`config.mk`:
```
export PLATFORM = sky130hd
export DESIGN_NAME = query_pingpong_ctrl
export DESIGN_NICKNAME = d
export VERILOG_FILES = /design/src/rtl/query_pingpong_ctrl.sv
export SDC_FILE = /design/constraint.sdc
export NUM_CORES = 1
export LEC_CHECK = 0
export CORE_AREA = 2 2 83 85
export CTS_CLUSTER_SIZE = 20
export DETAILED_ROUTE_END_ITERATION = 12
export DIE_AREA = 0 0 85 87
export PLACE_DENSITY = 0.65
export RECOVER_POWER = 25
export SLEW_MARGIN = 20
export SYNTH_ARGS = -nofsm -noshare
export SYNTH_HDL_FRONTEND = slang
export SYNTH_SLANG_ARGS = --single-unit
```
`constraint.sdc`:
```
create_clock -name clk -period 2.71 [get_ports clk]
set_input_delay 0.542 -clock clk [delete_from_list [all_inputs] [get_ports clk]]
set_output_delay 0.542 -clock clk [all_outputs]
set_load 0.02 [all_outputs]
```
`src/rtl/query_pingpong_ctrl.sv`:
```
// rtl/query_pingpong_ctrl.sv - ping-pong sequencer for two query row buffers
// Define QPP_PERF_EN to add saturating fill-stall / read-starve counters.
module query_pingpong_ctrl #(
  parameter int ADDR_WIDTH = 7,
  parameter int DEPTH      = 128,
  parameter int ROW_LEN    = 128,
  parameter int ROW_CNT_W  = 8
) (
  input  logic                  clk,
  input  logic                  rst_n,
  input  logic                  start,
  input  logic [ROW_CNT_W-1:0]  num_rows,
  input  logic                  in_valid,
  output logic                  in_ready,
  output logic [1:0]            fill_en,
  output logic [1:0]            ren,
  output logic [ADDR_WIDTH-1:0] radr,
  input  logic                  out_ready,
  output logic                  rd_valid,
  output logic                  rd_bank,
  output logic                  row_last,
  output logic [1:0]            buf_clr_n,
  output logic                  busy,
`ifdef QPP_PERF_EN
  output logic [15:0]           fill_stall_cnt,
  output logic [15:0]           read_starve_cnt,
`endif
  output logic                  done
);

  // A row never spans more entries than the buffer holds.
  localparam int ROW_WORDS = (ROW_LEN < DEPTH) ? ROW_LEN : DEPTH;
  localparam logic [ADDR_WIDTH-1:0] LAST_IDX = ADDR_WIDTH'(ROW_WORDS - 1);
  localparam logic [ADDR_WIDTH-1:0] ADR_ONE  = ADDR_WIDTH'(1);
  localparam logic [ROW_CNT_W-1:0]  ROW_ONE  = ROW_CNT_W'(1);

  typedef enum logic {ST_IDLE, ST_RUN} top_e;
  typedef enum logic [1:0] {B_EMPTY, B_FILLING, B_FULL, B_READING} bank_e;

  top_e                  st_q, st_d;
  bank_e                 bank_q [2];
  bank_e                 bank_d [2];
  logic                  fill_ptr_q, fill_ptr_d, rd_ptr_q, rd_ptr_d;
  logic [ADDR_WIDTH-1:0] wcnt_q, wcnt_d, rcnt_q, rcnt_d;
  logic [ROW_CNT_W-1:0]  num_rows_q, num_rows_d;
  logic [ROW_CNT_W-1:0]  rows_filled_q, rows_filled_d, rows_read_q, rows_read_d;
  logic                  rd_valid_q, rd_valid_d, rd_bank_q, rd_bank_d;
  logic                  row_last_q, row_last_d;
  logic [1:0]            buf_clr_q, buf_clr_d;
  logic                  done_q, done_d;

  logic run, can_fill, can_read, wr_acc, rd_go, wr_last, rd_last;

  always_comb begin
    run      = (st_q == ST_RUN);
    can_fill = (bank_q[fill_ptr_q] == B_EMPTY) || (bank_q[fill_ptr_q] == B_FILLING);
    can_read = (bank_q[rd_ptr_q] == B_FULL) || (bank_q[rd_ptr_q] == B_READING);
    // A bank in its clear cycle must not take the first write of its next row.
    in_ready = run && can_fill && (rows_filled_q < num_rows_q) && buf_clr_q[fill_ptr_q];
    wr_acc   = in_valid && in_ready;
    rd_go    = run && out_ready && can_read;
    wr_last  = wr_acc && (wcnt_q == LAST_IDX);
    rd_last  = rd_go && (rcnt_q == LAST_IDX);
    fill_en  = in_ready ? (fill_ptr_q ? 2'b10 : 2'b01) : 2'b00;
    ren      = rd_go ? (rd_ptr_q ? 2'b10 : 2'b01) : 2'b00;
  end

  always_comb begin
    st_d          = st_q;
    bank_d        = bank_q;
    fill_ptr_d    = fill_ptr_q;
    rd_ptr_d      = rd_ptr_q;
    wcnt_d        = wcnt_q;
    rcnt_d        = rcnt_q;
    num_rows_d    = num_rows_q;
    rows_filled_d = rows_filled_q;
    rows_read_d   = rows_read_q;
    rd_valid_d    = rd_go;
    rd_bank_d     = rd_ptr_q;
    row_last_d    = rd_last;
    buf_clr_d     = 2'b11;
    done_d        = 1'b0;

    if (wr_acc) begin
      wcnt_d             = wr_last ? '0 : wcnt_q + ADR_ONE;
      bank_d[fill_ptr_q] = wr_last ? B_FULL : B_FILLING;
      if (wr_last) begin
        fill_ptr_d = ~fill_ptr_q;
        if (rows_filled_q != num_rows_q) rows_filled_d = rows_filled_q + ROW_ONE;
      end
    end

    if (rd_go) begin
      rcnt_d           = rd_last ? '0 : rcnt_q + ADR_ONE;
      bank_d[rd_ptr_q] = rd_last ? B_EMPTY : B_READING;
      if (rd_last) begin
        rd_ptr_d            = ~rd_ptr_q;
        buf_clr_d[rd_ptr_q] = 1'b0;
        if (rows_read_q != num_rows_q) rows_read_d = rows_read_q + ROW_ONE;
      end
    end

    case (st_q)
      ST_IDLE: begin
        if (start) begin
          num_rows_d    = num_rows;
          fill_ptr_d    = 1'b0;
          rd_ptr_d      = 1'b0;
          wcnt_d        = '0;
          rcnt_d        = '0;
          rows_filled_d = '0;
          rows_read_d   = '0;
          bank_d[0]     = B_EMPTY;
          bank_d[1]     = B_EMPTY;
          if (num_rows == '0) done_d = 1'b1;
          else                st_d   = ST_RUN;
        end
      end
      ST_RUN: begin
        // Finish once the final word of the final row has been handed over.
        if (rd_valid_q && row_last_q && (rows_read_q == num_rows_q)) begin
          st_d   = ST_IDLE;
          done_d = 1'b1;
        end
      end
      default: st_d = ST_IDLE;
    endcase
  end

  always_ff @(posedge clk) begin
    if (!rst_n) begin
      st_q          <= ST_IDLE;
      bank_q[0]     <= B_EMPTY;
      bank_q[1]     <= B_EMPTY;
      fill_ptr_q    <= 1'b0;
      rd_ptr_q      <= 1'b0;
      wcnt_q        <= '0;
      rcnt_q        <= '0;
      num_rows_q    <= '0;
      rows_filled_q <= '0;
      rows_read_q   <= '0;
      rd_valid_q    <= 1'b0;
      rd_bank_q     <= 1'b0;
      row_last_q    <= 1'b0;
      buf_clr_q     <= 2'b00;
      done_q        <= 1'b0;
    end else begin
      st_q          <= st_d;
      bank_q[0]     <= bank_d[0];
      bank_q[1]     <= bank_d[1];
      fill_ptr_q    <= fill_ptr_d;
      rd_ptr_q      <= rd_ptr_d;
      wcnt_q        <= wcnt_d;
      rcnt_q        <= rcnt_d;
      num_rows_q    <= num_rows_d;
      rows_filled_q <= rows_filled_d;
      rows_read_q   <= rows_read_d;
      rd_valid_q    <= rd_valid_d;
      rd_bank_q     <= rd_bank_d;
      row_last_q    <= row_last_d;
      buf_clr_q     <= buf_clr_d;
      done_q        <= done_d;
    end
  end

  assign radr      = rcnt_q;
  assign rd_valid  = rd_valid_q;
  assign rd_bank   = rd_bank_q;
  assign row_last  = row_last_q;
  assign buf_clr_n = buf_clr_q;
  assign busy      = run;
  assign done      = done_q;

`ifdef QPP_PERF_EN
  logic [15:0] fill_stall_q, fill_stall_d, read_starve_q, read_starve_d;

  always_comb begin
    fill_stall_d  = fill_stall_q;
    read_starve_d = read_starve_q;
    if ((st_q == ST_IDLE) && start) begin
      fill_stall_d  = '0;
      read_starve_d = '0;
    end else begin
      if (run && in_valid && !in_ready && (fill_stall_q != 16'hFFFF))
        fill_stall_d = fill_stall_q + 16'd1;
      if (run && out_ready && !can_read && (read_starve_q != 16'hFFFF))
        read_starve_d = read_starve_q + 16'd1;
    end
  end

  always_ff @(posedge clk) begin
    if (!rst_n) begin
      fill_stall_q  <= '0;
      read_starve_q <= '0;
    end else begin
      fill_stall_q  <= fill_stall_d;
      read_starve_q <= read_starve_d;
    end
  end

  assign fill_stall_cnt  = fill_stall_q;
  assign read_starve_cnt = read_starve_q;
`endif

endmodule
```
==> results of run 1 <==
final cells by class:
| type | count | area share |
|---|---|---|
| repair buffers | 51 | 0.139 |
| inverters | 10 | 0.0118 |
| clock buffers | 5 | 0.0216 |
| well taps | 80 | 0.0314 |
| multi-input cells | 227 | 0.473 |
| clock inverters | 3 | 0.0157 |
| flip-flops and latches | 49 | 0.308 |
critical path, delay by kind of cell:
| family | cells | cell delay (ps) |
|---|---|---|
| buffers and inverters | 2 | 1150 |
| AND/OR/NAND/NOR | 2 | 310 |
metrics by stage:
step / setup slack, ps / hold slack, ps / total power, mW / util / cells
final: 162 / 483 / 1.47 / 0.485 / 425
after global routing: -3.61 / 504 / 1.53 / 0.485 / 425
after CTS: 9.14 / 485 / 1.49 / 0.487 / 425
after floorplan: 414 / 446 / 0.852 / - / 295
after global placement: 90.8 / 461 / 0.935 / 0.469 / 417
after detailed placement: 56.2 / 471 / 0.935 / 0.469 / 417
flip-flops by register name, indices dropped and copies added, names as in the netlist:
| signal | count |
|---|---|
| num_rows_q | 8 |
| bank_q | 2 |
| rd_bank | 1 |
| done | 1 |
| fill_ptr_q | 1 |
| busy | 1 |
| rd_bank_d | 1 |
| rows_filled_q | 8 |
| radr | 7 |
| buf_clr_n | 2 |
| row_last | 1 |
| wcnt_q | 7 |
| rows_read_q | 8 |
| rd_valid | 1 |
path summary, 6_finish.rpt:
check	slack [ps]	end	start
min	480	wcnt_q[1]$_SDFF_PN0_	wcnt_q[1]$_SDFF_PN0_
max	160	ren[1]	out_ready
min reg2reg	480	wcnt_q[1]$_SDFF_PN0_	wcnt_q[1]$_SDFF_PN0_
max reg2reg	530	wcnt_q[4]$_SDFF_PN0_	num_rows_q[5]$_SDFFE_PN0P_
placed cells by master, fill, tap and decap left out, types with 2 or more instances in the layout:
master,count
nor3b_1,2
nand4_1,8
clkdlybuf4s50_1,25
dfxtp_1,49
o211ai_1,5
a31oi_1,3
a21boi_0,13
ha_1,14
nor2b_1,2
and2_1,7
and3_1,8
o21a_1,4
o221a_2,2
o31ai_1,5
a21oi_1,10
nand3_1,9
clkbuf_8,5
dlygate4sd3_1,3
clkbuf_2,3
nor3_1,6
nor2_1,20
xor2_1,8
mux2i_1,9
buf_4,19
inv_1,10
and4_1,3
xnor2_1,9
nand2b_1,7
a31o_2,3
a211oi_1,3
or4_1,6
nor4_1,2
nand2_1,46
kinds of logic after synthesis:
kind of cell / Yosys count / synth area share
compound gates: 56 / 0.167
xor+xnor: 17 / 0.0582
fa+ha+maj: 14 / 0.0685
buf+inv: 19 / 0.0284
flops: 49 / 0.384
mux: 9 / 0.0352
simple gates: 131 / 0.259
per-layer routing:
metal | global-route usage | wire length (µm)
met4 | 0.0289 | 42
met3 | 0.0313 | 213
met1 | 0.243 | 2940
met2 | 0.271 | 2770
met5 | 0 | 0
power by group:
group	switching (mW)	total (mW)	internal, mW
registers	0.00848	0.739	0.731
clock network	0.267	0.550	0.283
logic	0.102	0.178	0.0756
total	0.378	1.47	1.09
what timing repair did:
item / 4_1_cts / 5_1_grt
hold endpoints to repair: 0 / 0
resized for setup: 4 / 6
setup endpoints to repair: 3 / 3
==> impl_metrics.yaml, run 1 <==
run_status:
  outcome: "completed"
detailed_routing:
  wire_per_inst_um: 14.0
  drtAntennaViolNets: 0
  wl_mm: 5.97
  vias_per_cell: 5.43
  dr.pass1.iters: 4
  vias: 2307
  drcViolationCount: 0
  drtIter0Drc: 104
place:
  gp_congestion: 0.830
  io_buffers: 31
  placement.cell_area_um2: 3080
  hpwl_mm: 4.57
timing:
  finalSetupViolCount: 0
  final_hold_viol_count: 0
  relSlewSlack: 0.642
  setup_tns_ps: 0
  slew_violations: 0
  period_needed_ps: 2550
  period_share: 0.940
  max_clock_freq_mhz: 392
  max_slew.worst_pin.slew_ps: 536
  skew_ps: 8.42
clock_network:
  cts_num_sinks: 49
  post_cts_buffers: 0
  cts-root-buf: "clkbuf_8"
  cts_tree: "yes"
  ctsHoldBuffers: 0
  clk_path_buf_depth: 2
  h-tree-depth: 2
  cts_buffers: 5
  insertion_delay_ps: 300
  path_clk_slew_ps: 90
floorplan:
  coreArea_um2: 6570
  initial_utilization: 0.389
  num_rows: 30
  fp.dieW_um: 85
  die_h_um: 87
  pin_count: 32
  dieArea_um2: 7400
global_route:
  antenna_found_initial: 0
  grt_pass1_wl_mm: 10.3
  overflow: 0
  grt_pass1_vias: 2117
  grtUsageTotal: 0.170
  grt_max_degree: 18
power_and_ir_drop:
  p_leak_nw: 1.21
  p_per_area_nw_per_um2: 460
  ir_drop_v: 0.000304
setup_path:
  crit_chain: "dlygate4sd3_1 -> nand2_1 -> nor2_1 -> clkdlybuf4s50_1"
  startpoint_type: "input port"
  crit_path_end_kind: "output pin"
  max_stage_delay_ps: 620
  crit_arrival_ps: 2010
  critical_path_peak_fanout: 4
  worstSetupPathType: "in -> out"
  rr_worst_depth: 7
  critical_path_required_ps: 2170
  slowest_stage: "clkdlybuf4s50_1"
final_layout:
  fillers: 609
  fin_area_um2: 3190
  drive_gt1_frac: 0.113
  area_delta_synth_final_pct: 24.7
  regArea_um2: 981
  nets: 371
  diodes: 0
  multiInputGateArea_um2: 1510
yosys:
  synth_cells: 295
  yosys_register_bits: 49
  synthArstFlopShare: 0
  synthTopCellsByArea: "dfxtp_1, ha_1, nand2_1"
  synth_nets: 322
  synth_top_cell_by_area: "dfxtp_1"
  yosysTopAreaCellShare: 0.384
  ys_types: 42
  synthMostInstantiatedCell: "dfxtp_1"
  synth_common_cells: "dfxtp_1, nand2_1, nor2_1"
  ys_warn_count: 0
  syn_area_um2: 2560
  syn_area_per_cell_um2: 8.67
  seq_area_frac_synth: 0.384
  synth_enable_flop_cells: 0
  synth-main-ff-cell: "dfxtp_1"
run:
  cap_violations: 0
min_path:
  holdPathStages: 2
  hold_class: "reg -> reg"
No activity file was read; power rests on OpenSTA's default activity.
==> inputs of run 2 (changes only) <==
--- a/config.mk
+++ b/config.mk
@@ -5,11 +5,12 @@
 export SDC_FILE = /design/constraint.sdc
 export NUM_CORES = 1
 export LEC_CHECK = 0
-export CORE_AREA = 2 2 83 85
+export CORE_AREA = 2 2 72 74
 export CTS_CLUSTER_SIZE = 20
 export DETAILED_ROUTE_END_ITERATION = 12
-export DIE_AREA = 0 0 85 87
-export PLACE_DENSITY = 0.65
+export DIE_AREA = 0 0 74 76
+export GPL_TIMING_DRIVEN = 0
+export PLACE_DENSITY = 0.82
 export RECOVER_POWER = 25
 export SLEW_MARGIN = 20
 export SYNTH_ARGS = -nofsm -noshare
==> run 2 against run 1 <==
  * Sequential share of layout area is 1.1 points higher
  * Total power fell by 2.4%
  * First-iteration DRC count grew 32%
  * Critical path depth grew 5
  * Largest cell class unchanged
  * Maximum frequency down 0.35%
  * Flip-flop and latch count did not move
  * Critical endpoint is now fill_en[1]
  * Sequential power hardly changed
  * Die area is 24% lower
  * Highest routed layer unchanged
==> impl_metrics.yaml, run 2 (same netlist as run 1, synthesis figures left out) <==
clock_network:
  path_clk_slew_ps: 90
  h-tree-depth: 2
  clk_path_buf_depth: 2
  cts-root-buf: "clkbuf_8"
  cts_num_sinks: 49
  cts_buffers: 5
  cts_tree: "yes"
  insertion_delay_ps: 310
timing:
  relSlewSlack: 0.645
  rsz0062_at_grt: "no"
  skew_ps: 5.00
  finalWorstSetupSlack_ps: 153
  period_needed_ps: 2560
  final_hold_viol_count: 0
  finalSetupViolCount: 0
  max_slew.worst_pin.slew_ps: 533
  period_share: 0.944
  max_clock_freq_mhz: 391
  slew_violations: 0
setup_path:
  crit_arrival_ps: 2010
  worstSetupPathType: "reg -> out"
  crit_path_end_kind: "output pin"
  startpoint_type: "flop"
  critical_path_peak_fanout: 3
  critical_path_required_ps: 2170
detailed_routing:
  drcViolationCount: 0
  wl_mm: 5.51
  vias: 2272
  drtIter0Drc: 137
  drtAntennaViolNets: 0
  vias_per_cell: 5.58
  wire_per_inst_um: 13.5
  dr.pass1.iters: 4
power_and_ir_drop:
  p_per_area_nw_per_um2: 464
  ir_drop_v: 0.000270
  p_leak_nw: 1.15
  finalPower_mw: 1.43
run:
  cap_violations: 0
floorplan:
  num_rows: 26
  coreArea_um2: 4910
  fp.dieW_um: 74
  dieArea_um2: 5620
  die_h_um: 76
  initial_utilization: 0.521
  pin_count: 32
global_route:
  grt_max_degree: 17
  grt_pass1_wl_mm: 9.61
  antenna_found_initial: 0
  grt_pass1_vias: 2239
  grtUsageTotal: 0.214
  overflow: 0
final_layout:
  final_common_cell: "dfxtp_1"
  nets: 363
  drive_gt1_frac: 0.0742
  area_delta_synth_final_pct: 20.6
  diodes: 0
  reg_top3: "num_rows_q x8, rows_filled_q x8, rows_read_q x8"
  final_core_util: 0.628
  final_cell_mix: "dfxtp_1, nand2_1, clkdlybuf4s50_1, nor2_1, ha_1"
min_path:
  hold_class: "reg -> reg"
run_status:
  outcome: "completed"
place:
  post-place-ws_ps: -146
  hpwl_mm: 4.10
  io_buffers: 31
  gp_congestion: 0.830
-- run 2: cell count changes in the layout (fill, tap and decap cells not counted), sizes merged --
| cell | previous run | this run |
|---|---|---|
| buf | 19 | 5 |
| clkbuf | 9 | 15 |
| clkdlybuf4s50 | 25 | 22 |
| clkinvlp | 0 | 1 |
| dlygate4sd3 | 3 | 6 |
| inv | 11 | 10 |
-- run 2: path summary, 6_finish.rpt --
check / from / to / slack, ps / cells after the start
worst min-delay path: wcnt_q[1]$_SDFF_PN0_ / wcnt_q[1]$_SDFF_PN0_ / 490 / 2
worst max-delay path: num_rows_q[1]$_SDFFE_PN0P_ / fill_en[1] / 150 / 9
worst min register to register: wcnt_q[1]$_SDFF_PN0_ / wcnt_q[1]$_SDFF_PN0_ / 490 / 2
worst max register to register: num_rows_q[5]$_SDFFE_PN0P_ / rows_filled_q[1]$_SDFF_PN0_ / 400 / 8
-- run 2: power by group --
group / switching, mW / internal, mW / leakage [nW]
Combinational: 0.0960 / 0.0643 / 0.700
Clock: 0.253 / 0.276 / 0.0543
Sequential: 0.0115 / 0.731 / 0.397
-- run 2: routing by layer --
metal / GRT usage / routed length (µm)
met2: 0.353 / 2690
met1: 0.273 / 2530
met5: 0 / 0
met3: 0.0437 / 221
met4: 0.0764 / 70
-- run 2: critical path: stages (launching register included) --
cell      delay (ps)
dfxtp_2          360
inv_1             50
ha_1             290
nor2b_1          130
o211ai_1         200
a21o_1           200
nand3_2          110
inv_1             90
and2_1           120
buf_2            150
-- run 2: per-stage QoR --
step	cell area, µm²	instances	hold slack (ps)	TNS (ps)
floorplan	2560	295	446	0
global placement	2960	396	459	-168
detailed placement	2960	396	474	-216
CTS	3090	407	487	0
global route	3080	407	500	0
finish	3080	407	490	0
-- run 2: layout make-up --
class	instances	area, µm²
inverter	10	37.5
multi-input combinational	227	1510
tap	70	87.6
clock inverter	3	46.3
fill	392	1830
buffer	9	35.0
timing repair buffer	34	318
sequential	49	982
clock buffer	5	68.8
-- run 2: repair_timing --
action | in CTS | in global routing
hold buffers | 0 | 0
buffers inserted | 3 | 0
resized for setup | 6 | 6
setup endpoints to repair | 3 | 3
pin swaps | 2 | 2
